File: src/rtl/shift_unit_pipe.sv
// rtl/shift_unit_pipe.sv - pipelined SLL/SRL/SRA/ROL/ROR shifter with carry/zero flags
// One barrel stage per register; the whole pipe stalls together when the output is blocked.
module shift_unit_pipe #(
  parameter int WIDTH = 16,
  parameter int TAG_W = 4
) (
  input  logic             clk,
  input  logic             rst_n,
  input  logic             in_valid,
  output logic             in_ready,
  input  logic [2:0]       op,
  input  logic [WIDTH-1:0] a,
  input  logic [WIDTH-1:0] shamt,
  input  logic [TAG_W-1:0] tag,
  output logic             out_valid,
  input  logic             out_ready,
  output logic [WIDTH-1:0] result,
  output logic             carry,
  output logic             zero,
  output logic             illegal,
  output logic [TAG_W-1:0] out_tag
);

  localparam int STAGES = $clog2(WIDTH);
  localparam logic [WIDTH-1:0] W_V = WIDTH'(WIDTH);

  localparam logic [2:0] OP_SLL = 3'b000;
  localparam logic [2:0] OP_SRL = 3'b001;
  localparam logic [2:0] OP_SRA = 3'b010;
  localparam logic [2:0] OP_ROL = 3'b011;
  localparam logic [2:0] OP_ROR = 3'b100;

  function automatic logic [WIDTH-1:0] barrel_step(input logic [WIDTH-1:0] d,
                                                   input logic [2:0] op_i,
                                                   input logic fill_i,
                                                   input logic en,
                                                   input int s);
    int amt;
    logic [WIDTH-1:0] fmask;
    amt = 1 << s;
    fmask = fill_i ? ~({WIDTH{1'b1}} >> amt) : '0;
    barrel_step = d;
    if (en) begin
      case (op_i)
        OP_SLL:         barrel_step = d << amt;
        OP_SRL, OP_SRA: barrel_step = (d >> amt) | fmask;
        OP_ROL:         barrel_step = (d << amt) | (d >> (WIDTH - amt));
        OP_ROR:         barrel_step = (d >> amt) | (d << (WIDTH - amt));
        default:        barrel_step = d;
      endcase
    end
  endfunction

  logic                w_adv;
  logic                w_rot;
  logic                w_shift;
  logic [STAGES-1:0]   w_k;
  logic [STAGES-1:0]   w_idx_l;
  logic [STAGES-1:0]   w_idx_r;
  logic                w_over;
  logic                w_fill;
  logic                w_in_range;
  logic                w_carry;
  logic [WIDTH-1:0]    w_final;

  logic                r_vld   [STAGES];
  logic [WIDTH-1:0]    r_data  [STAGES];
  logic                r_carry [STAGES];
  logic                r_ill   [STAGES];
  logic [TAG_W-1:0]    r_tag   [STAGES];
  logic [2:0]          r_op    [STAGES-1];
  logic [STAGES-1:0]   r_k     [STAGES-1];
  logic                r_fill  [STAGES-1];
  logic                r_over  [STAGES-1];
  logic                r_zero;

  assign w_adv    = !r_vld[STAGES-1] || out_ready;
  assign in_ready = w_adv;

  // Power-of-two WIDTH: shamt mod WIDTH is just the low bits, shared by shifts and rotates.
  // The bit that leaves last sits at index (WIDTH - n) mod WIDTH for left moves, n-1 for right.
  always_comb begin
    w_rot      = (op == OP_ROL) || (op == OP_ROR);
    w_shift    = (op == OP_SLL) || (op == OP_SRL) || (op == OP_SRA);
    w_k        = shamt[STAGES-1:0];
    w_idx_l    = '0 - w_k;
    w_idx_r    = w_k - STAGES'(1);
    w_over     = w_shift && (shamt >= W_V);
    w_fill     = (op == OP_SRA) && a[WIDTH-1];
    w_in_range = w_rot ? (w_k != '0) : ((shamt != '0) && (shamt <= W_V));
    w_carry    = 1'b0;
    case (op)
      OP_SLL, OP_ROL: w_carry = w_in_range && a[w_idx_l];
      OP_SRL, OP_ROR: w_carry = w_in_range && a[w_idx_r];
      OP_SRA:         w_carry = w_in_range ? a[w_idx_r] : ((shamt > W_V) && a[WIDTH-1]);
      default:        w_carry = 1'b0;
    endcase
  end

  always_comb begin
    w_final = barrel_step(r_data[STAGES-2], r_op[STAGES-2], r_fill[STAGES-2],
                          r_k[STAGES-2][STAGES-1], STAGES-1);
    if (r_over[STAGES-2]) begin
      w_final = {WIDTH{r_fill[STAGES-2]}};
    end
  end

  always_ff @(posedge clk) begin
    if (!rst_n) begin
      for (int s = 0; s < STAGES; s++) begin
        r_vld[s]   <= 1'b0;
        r_data[s]  <= '0;
        r_carry[s] <= 1'b0;
        r_ill[s]   <= 1'b0;
        r_tag[s]   <= '0;
      end
      for (int s = 0; s < STAGES-1; s++) begin
        r_op[s]   <= '0;
        r_k[s]    <= '0;
        r_fill[s] <= 1'b0;
        r_over[s] <= 1'b0;
      end
      r_zero <= 1'b0;
    end else if (w_adv) begin
      r_vld[0]   <= in_valid;
      r_data[0]  <= barrel_step(a, op, w_fill, w_k[0], 0);
      r_carry[0] <= w_carry;
      r_ill[0]   <= !(w_rot || w_shift);
      r_tag[0]   <= tag;
      r_op[0]    <= op;
      r_k[0]     <= w_k;
      r_fill[0]  <= w_fill;
      r_over[0]  <= w_over;
      for (int s = 1; s < STAGES; s++) begin
        r_vld[s]   <= r_vld[s-1];
        r_carry[s] <= r_carry[s-1];
        r_ill[s]   <= r_ill[s-1];
        r_tag[s]   <= r_tag[s-1];
      end
      for (int s = 1; s < STAGES-1; s++) begin
        r_data[s] <= barrel_step(r_data[s-1], r_op[s-1], r_fill[s-1], r_k[s-1][s], s);
        r_op[s]   <= r_op[s-1];
        r_k[s]    <= r_k[s-1];
        r_fill[s] <= r_fill[s-1];
        r_over[s] <= r_over[s-1];
      end
      r_data[STAGES-1] <= w_final;
      r_zero           <= (w_final == '0);
    end
  end

  assign out_valid = r_vld[STAGES-1];
  assign result    = r_data[STAGES-1];
  assign carry     = r_carry[STAGES-1];
  assign zero      = r_zero;
  assign illegal   = r_ill[STAGES-1];
  assign out_tag   = r_tag[STAGES-1];

endmodule

File: config.mk
export PLATFORM = sky130hd
export DESIGN_NAME = shift_unit_pipe
export DESIGN_NICKNAME = d
export VERILOG_FILES = /design/src/rtl/shift_unit_pipe.sv
export SDC_FILE = /design/constraint.sdc
export NUM_CORES = 1
export LEC_CHECK = 0
export BUFFER_PORTS_ARGS = -buffer_cell sky130_fd_sc_hd__buf_2
export CORE_MARGIN = 2
export CORE_UTILIZATION = 38
export DETAILED_ROUTE_END_ITERATION = 16
export PLACE_DENSITY = 0.58
export SLEW_MARGIN = 20
export SYNTH_ARGS = -nofsm -noshare
export SYNTH_HDL_FRONTEND = slang
export SYNTH_SLANG_ARGS = --single-unit
export TNS_END_PERCENT = 50
File: constraint.sdc
create_clock -name clk -period 4.5 [get_ports clk]
set_clock_uncertainty 0.15 [all_clocks]
set_input_delay 0.9 -clock clk [delete_from_list [all_inputs] [get_ports clk]]
set_output_delay 0.9 -clock clk [all_outputs]
set_load 0.05 [all_outputs]
==> results.ini, run 1 <==
[status]
outcome = finished clean

[clock_network]
ctsResizeCount = 0
cts_buffers = 17
cts_setup_buffers = 0
clock_latency_ns = 0.41
cts-root-buf = clkbuf_16
cts_buffer_depth = 2
cts.sinks = 114
htree_levels = 4
cts_hold_buf = 0
cts.clk_slew.worst_paths_ns = 0.05
cts_tree = done

[yosys]
synth_flop_cell = edfxtp_1
synth-edff-count = 104
ys_seq_area_frac = 0.486
synth_cells = 649
synth_cell_types = 56
synth.net_count = 694
ys_seq_elements = 114
syn_area_um2 = 6840
synthTopCellsByArea = edfxtp_1 (46%), mux2_2 (7.2%), o21ai_0 (4.7%)
ys_warn_count = 0
async_flop_share = 0
synth_top_cell_by_area = edfxtp_1
netlist.area_leader.share = 0.457
syn_avg_cell_area_um2 = 10.5

[worst_setup_path]
path_max_fanout = 27
cp-end-kind = flop
critical_path_required_ns = 4.63
cp.arrival_ns = 3.20
crit_type = primary input to flop
crit_path_start_kind = primary input

[power]
pwr-share-comb = 0.132
switching_share = 0.246
p_switching_w = 0.000773
vdd_ir_drop_max_mv = 0.263
power.density_nw_per_um2 = 402
seqPwrFrac = 0.417
p_int_w = 0.00237
p_leak_nw = 3.09
pwr-share-clk = 0.451

[global_route]
top_usage_layer = met2
grt-ovfl-total = 0
track_usage = 0.164
gr-usage-met1 = 0.197
antenna_found_initial = 0
grt_max_degree = 51
grt_pass1_vias = 5051
grt_use_met2 = 0.273
grt_first_pass_wirelength_um = 25400
use_met3 = 0.0419

[route]
wirelength_um = 15600
drc = 0
dr.pass1.iters = 5
wl_per_cell_um = 17.0
vias = 5368
drt_iter0_markers = 466
via_per_inst = 5.87
ant_nets = 0

[timing]
fmax_mhz = 326
worstMarginPinSlew_ns = 0.850
slew_headroom = 0.429
period_needed_ns = 3.07
timing.final.ws_setup_ns = 1.43
setup_violations = 0
drv_slew = 0
setup-tns-final_ns = 0
rsz0062_at_grt = false
hold_viol_final = 0
timing.final.crit_share = 0.682

[final_layout]
nets = 718
layout_common_cells = edfxtp_1 (104), buf_2 (67), o21ai_0 (64)
drive_above_1_share = 0.243
num_antenna_cells = 0
final_common_cell = edfxtp_1
area_delta_synth_final_pct = 14.3

[floorplan]
rows = 49
die_height_um = 138
die_x_um = 138
die_area_um2 = 19100
start_util = 0.383
io_pins = 68
core_um2 = 17800

[place]
place_ws_ns = 0.988
port_buffers = 67
gp_congestion = 0.906
hpwl_um = 11000

[min_path]
hold_class = flop to flop

[flow_run]
maxCapViolCount = 0

-- flip-flops by register name (all words and copies together) (netlist names) --
register	cells
r_data	64
r_tag	16
r_op	9
r_k	6
r_carry	4
r_ill	4
r_vld	4
r_fill	3
r_over	3
zero	1
-- logic make-up (layout without fill, tap and decap cells) --
family	count (synthesis)	after routing	share of synthesized area
compound gates	236	236	0.210
simple gates	148	148	0.117
buf+inv	79	116	0.0563
fa+ha+maj	9	9	0.0139
flops	114	114	0.486
mux	56	56	0.108
xor+xnor	7	7	0.00896
-- worst max-delay path, stage by stage --
cell and delay (ns):
buf_2 0.42, inv_1 0.13, ha_1 0.51, mux4_2 0.55, mux4_2 0.49, nand3_1 0.10, nand4_1 0.09
-- power groups by stage --
stage	Clock (W)	Combinational, W	Sequential [W]
3_5_place_dp	0	0.000409	0.00133
2_1_floorplan	0	0.000338	0.00130
6_report	0.00142	0.000414	0.00131
5_1_grt	0.00149	0.000451	0.00132
4_1_cts	0.00144	0.000411	0.00131
3_3_place_gp	0	0.000402	0.00132
-- area by class of cell --
class	instances	area (um^2)
clock buffer	19	453
clock inverter	13	180
fill	1668	10000
inverter	9	33.8
multi-input combinational	456	3150
sequential	114	3320
tap	229	287
timing repair buffer	75	395
-- metal layers --
layer | wire [um] | up-vias | share of wire
met5 | 0 | - | 0
met4 | 488 | 0 | 0.031
met3 | 838 | 36 | 0.054
met2 | 7620 | 203 | 0.49
met1 | 6650 | 2553 | 0.43
li1 | - | 2576 | -
-- path summary, 6_finish.rpt --
| path | from | end | slack, ns | cells past startpoint |
|---|---|---|---|---|
| worst min register to register | r_vld[2] | r_vld[2] | 0.31 | 2 |
| worst min-delay path | r_vld[2] | r_vld[2] | 0.31 | 2 |
| worst max-delay path | shamt[0] | r_carry[0] | 1.43 | 7 |
| worst max register to register | r_k[0][11] | zero | 1.80 | 6 |
-- cells in the mapped netlist, types with 5 or more instances --
library cell	number
nand2_1	33
a221oi_1	8
nor2_1	29
nor4_1	7
mux2_2	44
o22a_1	7
a21boi_0	8
edfxtp_1	104
mux4_2	10
a21oi_1	63
maj3_1	7
o21ai_0	64
and3_1	40
clkbuf_1	39
and2_1	5
dfxtp_1	10
buf_2	11
inv_1	9
o22ai_1	43
a22oi_1	11
buf_4	16
xnor2_1	6
-- stage by stage --
step	cell area [um^2]	power [W]	utilization	hold WS, ns	cells
4_1_cts	7810	0.00316	0.438	0.311	915
3_3_place_gp	7180	0.00173	0.402	0.299	883
6_report	7820	0.00314	0.438	0.309	915
2_1_floorplan	6840	0.00163	-	0.287	649
3_5_place_dp	7180	0.00174	0.402	0.304	883
5_1_grt	7820	0.00326	0.438	0.341	915
(Power assumes the default switching activity.)
==> inputs of run 2 (changes only) <==
PLACE_DENSITY = 0.6   (was 0.58)
clock period = 2.5 ns   (was 4.5 ns; I/O delays follow)
==> results.ini, run 2 (synthesis results as in run 1) <==
[worst_setup_path]
reg2reg_depth = 6  ; unchanged
crit_path_start_kind = flop
cp-end-kind = flop
cp.arrival_ns = 2.51  ; -0.69 ns
crit_start = r_op[0][7]
worstReg2RegStart = r_op[0][7]
r2r_end = zero
crit_type = flop to flop
path_max_fanout = 13  ; -52%
critical_path_required_ns = 2.71  ; -1.92 ns
endpoint = zero
r2r_setup_slack_ns = 0.20  ; -1.60 ns

[final_layout]
multi_input_area_um2 = 3140  ; -0.24%
regArea_um2 = 3320  ; unchanged
nFillCells = 1673  ; +0.30%
largest_registers = r_data x64, r_tag x16, r_op x9
layout_common_cells = edfxtp_1 (104), buf_2 (67), o21ai_0 (64)
largest_register_ffs = 64  ; unchanged
regMostFlops = r_data
num_antenna_cells = 0  ; unchanged
drive_above_1_share = 0.269  ; +0.0260
area_delta_synth_final_pct = 15.7
final_common_cell = edfxtp_1
nets = 741  ; +3.2%

[floorplan]
core_um2 = 17800  ; unchanged
io_pins = 68  ; unchanged
start_util = 0.383  ; unchanged
die_height_um = 138  ; unchanged
rows = 49  ; unchanged
die_area_um2 = 19100  ; unchanged
die_x_um = 138  ; unchanged

[route]
drc = 0  ; unchanged
dr.pass1.iters = 6  ; +1
vias = 5483  ; +2.1%
via_per_inst = 5.85  ; -0.36%
ant_nets = 0  ; unchanged
wl_per_cell_um = 17.4  ; +2.1%
wirelength_um = 16300  ; +4.6%
drt_iter0_markers = 600  ; +29%

[power]
p_leak_nw = 3.17  ; +2.6%
vdd_ir_drop_max_mv = 0.560  ; +110%
power.density_nw_per_um2 = 666  ; +66%
total_power_w = 0.00527  ; +68%

[timing]
rsz0062_at_grt = false
setup_violations = 0  ; unchanged
period_needed_ns = 2.30
drv_slew = 0  ; unchanged
timing.final.crit_share = 0.922
setup-tns-final_ns = 0  ; unchanged
slew_headroom = 0.556  ; +0.127
timing.final.ws_setup_ns = 0.196  ; -1.24 ns
worstMarginPinSlew_ns = 0.666  ; -0.185 ns
hold_viol_final = 0  ; unchanged
fmax_mhz = 434

[clock_network]
cts_buffer_depth = 2  ; unchanged
htree_levels = 4  ; unchanged
cts-root-buf = clkbuf_16
cts_setup_buffers = 0  ; unchanged
cts_buffers = 17  ; unchanged
cts.sinks = 114  ; unchanged
cts.clk_slew.worst_paths_ns = 0.06  ; about the same
cts_tree = done
clock_latency_ns = 0.41  ; about the same

[min_path]
hold_class = primary input to flop

[global_route]
antenna_found_initial = 0  ; unchanged
grt_pass1_vias = 5118  ; +1.3%
grt-ovfl-total = 0  ; unchanged
grt_max_degree = 48  ; -5.9%
grt_first_pass_wirelength_um = 26600  ; +4.6%
track_usage = 0.171  ; +0.00753

[flow_run]
maxCapViolCount = 0  ; unchanged

[place]
gp_congestion = 0.880  ; -2.9%
port_buffers = 67  ; unchanged
hpwl_um = 11600  ; +5.5%
place_ws_ns = 0.0275  ; -0.961 ns

[status]
outcome = finished clean

## run 2: cell count changes in the layout (fill, tap and decap cells not counted), sizes merged
| cell | change |
|---|---|
| buf | +23 |
| clkinv | +5 |
| bufinv | -4 |
| clkbuf | -2 |
| clkinvlp | +1 |
## run 2: through the flow
step,utilization,std cells,hold WS [ns],instance area (um^2)
5_1_grt,0.444,938,0.202,7920
2_1_floorplan,-,649,0.287,6860
3_3_place_gp,0.413,906,0.300,7380
3_5_place_dp,0.413,906,0.307,7380
4_1_cts,0.443,938,0.187,7910
6_report,0.444,938,0.209,7920
## run 2: how the worst min path moves through the flow
stage | slack [ns] | depth (start not counted) | endpoint | from
finish | 0.21 | 3 | r_vld[0] | in_valid
global route | 0.20 | 3 | r_vld[0] | in_valid
CTS | 0.19 | 3 | r_vld[0] | in_valid
detailed placement | 0.31 | 2 | r_vld[2] | r_vld[2]
global placement | 0.30 | 2 | r_vld[2] | r_vld[2]
floorplan | 0.29 | 2 | r_carry[2] | r_carry[2]
## run 2: what timing repair did
action,in CTS,in global routing
gates resized for setup,0,1
setup endpoints to repair,0,1
hold buffers,0,0
## run 2: critical path, cell delays in order, from the launching register on
cell and delay, ns:
edfxtp_1 0.58, or4b_4 0.65, o221ai_1 0.12, a21oi_1 0.13, a2111oi_2 0.36, o2111ai_1 0.18, nand2_1 0.08
## run 2: power breakdown
group          internal, W  switching (W)
clock              0.00127       0.000872
combinational     0.000348       0.000442
sequential         0.00222       0.000124
## run 2: area by class of cell
type / instances / share of cell area
Inverter: 9 / 0.00427
Clock buffer: 17 / 0.0537
Timing Repair Buffer: 98 / 0.0754
Sequential cell: 114 / 0.420
Tap cell: 229 / 0.0362
Clock inverter: 15 / 0.0139
Multi-Input combinational cell: 456 / 0.397
## run 2: metal layers
metal,track usage,vias to the layer above,share of wire
met4,0.0720,0,0.024
met5,0,-,0
li1,-,2629,-
met1,0.212,2606,0.43
met2,0.286,214,0.49
met3,0.0419,34,0.052
==> inputs of run 3 (changes only) <==
PLACE_DENSITY = 0.58   (was 0.6)
clock period = 2.6 ns   (was 2.5 ns; I/O delays follow)
==> results.ini, run 3 (synthesis results as in run 1) <==
[worst_setup_path]
max_stage_delay_ns = 0.67  ; +0.02 ns
crit_top_cell = nor4_1
cp-end-kind = flop
cp.arrival_ns = 2.64  ; +0.13 ns
path_max_fanout = 20  ; +7
r2r_end = zero
worstReg2RegStart = r_op[0][6]
critical_path_required_ns = 2.74  ; +0.03 ns
reg2reg_depth = 6  ; unchanged
cp_slowest_cell = edfxtp_1
crit_path_start_kind = flop
cp_cell_sequence = o21ai_1 -> a21oi_1 -> nor4_1 -> nor4_1 -> o2111ai_1 -> nand2_1
crit_buf_inv = 0  ; unchanged
r2r_setup_slack_ns = 0.1  ; -0.10 ns
crit_type = flop to flop
critPathTopFamily = compound AO/OA/AOI/OAI gates

[final_layout]
largest_registers = r_data x64, r_tag x16, r_op x9
area_delta_synth_final_pct = 15.8  ; about the same
num_antenna_cells = 0  ; unchanged
nets = 732  ; -1.2%
regMostFlops = r_data
final_common_cell = edfxtp_1
nFillCells = 1669  ; -0.24%
largest_register_ffs = 64  ; unchanged
final_area_um2 = 7920  ; about the same
drive_above_1_share = 0.259  ; -0.0108
layout_common_cells = edfxtp_1 (104), buf_2 (67), o21ai_0 (64)

[floorplan]
die_x_um = 138  ; unchanged
rows = 49  ; unchanged
die_height_um = 138  ; unchanged
die_area_um2 = 19100  ; unchanged
io_pins = 68  ; unchanged
start_util = 0.383  ; unchanged
core_um2 = 17800  ; unchanged

[timing]
worstMarginPinSlew_ns = 0.726  ; +0.0599 ns
hold_viol_final = 0  ; unchanged
timing.final.ws_setup_ns = 0.0975  ; -0.0981 ns
slew_headroom = 0.516  ; -0.0400
fmax_mhz = 400  ; -7.9%
rsz0062_at_grt = false
period_needed_ns = 2.50  ; +0.198 ns
timing.final.crit_share = 0.962  ; +0.0408
drv_slew = 0  ; unchanged
setup_violations = 0  ; unchanged

[place]
port_buffers = 67  ; unchanged
placed_area_um2 = 7310  ; -0.92%
hpwl_um = 11400  ; -1.6%
place_ws_ns = 0.0873  ; +0.0597 ns
gp_congestion = 0.877  ; -0.36%

[route]
wl_per_cell_um = 17.0  ; -2.4%
via_per_inst = 5.85  ; +0.10%
drc = 0  ; unchanged
vias = 5436  ; -0.86%
wirelength_um = 15800  ; -3.3%
drt_iter0_markers = 468  ; -22%
dr.pass1.iters = 5  ; -1
ant_nets = 0  ; unchanged

[min_path]
min_from = in_valid
worst_hold_path.endpoint = r_vld[0]
hold_depth = 3  ; unchanged
hold_class = primary input to flop

[global_route]
track_usage = 0.165  ; -0.00576
grt_first_pass_wirelength_um = 25600  ; -3.6%
grt_max_degree = 50  ; +4.2%
antenna_found_initial = 0  ; unchanged
grt-ovfl-total = 0  ; unchanged
grt_pass1_vias = 5099  ; -0.37%

[clock_network]
cts.sinks = 114  ; unchanged
cts.clk_slew.worst_paths_ns = 0.06  ; about the same
cts-root-buf = clkbuf_16
clock_latency_ns = 0.41  ; about the same
cts_hold_buf = 0  ; unchanged
ctsResizeCount = 0  ; unchanged
cts_buffer_depth = 2  ; unchanged
cts_tree = done
cts_setup_buffers = 0  ; unchanged
htree_levels = 4  ; unchanged
cts_buffers = 17  ; unchanged

[power]
p_leak_nw = 3.14  ; -0.74%
vdd_ir_drop_max_mv = 0.532  ; -5.0%
power.density_nw_per_um2 = 677  ; +1.7%

[status]
outcome = finished clean

[flow_run]
maxCapViolCount = 0  ; unchanged

[run 3: changes by cell type in the layout (fill, tap and decap cells not counted)]
| cell | change |
|---|---|
| clkinv_2 | -3 |
| bufinv_16 | +3 |
| buf_4 | -8 |
| clkbuf_1 | +1 |
| clkinv_4 | -3 |
| clkbuf_8 | +2 |
| buf_6 | -1 |
| clkinvlp_4 | +2 |
| inv_6 | -2 |
[run 3: power breakdown]
group          switching, W  internal (W)
registers          0.000126       0.00213
clock network      0.000808       0.00156
logic              0.000413      0.000325
[run 3: worst max-delay path by stage]
stage,to,slack (ns),cells past startpoint,start
2_1_floorplan,r_carry[0],-0.37,10,shamt[0]
3_3_place_gp,r_carry[0],0.16,7,shamt[1]
3_5_place_dp,r_carry[0],0.09,7,shamt[1]
4_1_cts,in_ready,0.17,4,r_vld[3]
5_1_grt,zero,0.04,6,r_op[0][6]
6_report,zero,0.1,6,r_op[0][6]
[run 3: final cells by class]
type,count,area (um^2),share of cell area
Clock buffer,20,457,0.0577
Clock inverter,12,156,0.0197
Inverter,9,33.8,0.00426
Multi-Input combinational cell,456,3140,0.396
Sequential cell,114,3320,0.420
Tap cell,229,287,0.0362
Timing Repair Buffer,89,526,0.0663
[run 3: per-stage QoR]
| stage | hold WS, ns | total power [W] | cells | utilization | TNS (ns) |
|---|---|---|---|---|---|
| after detailed placement | 0.302 | 0.00302 | 897 | 0.410 | 0 |
| after global placement | 0.301 | 0.00301 | 897 | 0.410 | 0 |
| after CTS | 0.204 | 0.00539 | 929 | 0.444 | 0 |
| after global routing | 0.224 | 0.00556 | 929 | 0.444 | 0 |
| after floorplan | 0.287 | 0.00283 | 649 | - | -0.371 |
| final | 0.215 | 0.00536 | 929 | 0.444 | 0 |
[run 3: tightest hold or removal path: stages]
cell,delay (ns)
buf_2,0.10
nand2_1,0.05
a21boi_0,0.07
[run 3: routing by layer]
metal | GRT usage | up-vias | share of wire
met5 | 0 | - | 0
met4 | 0.0859 | 0 | 0.037
met3 | 0.0433 | 37 | 0.048
met2 | 0.271 | 222 | 0.49
met1 | 0.201 | 2571 | 0.43
li1 | - | 2606 | -
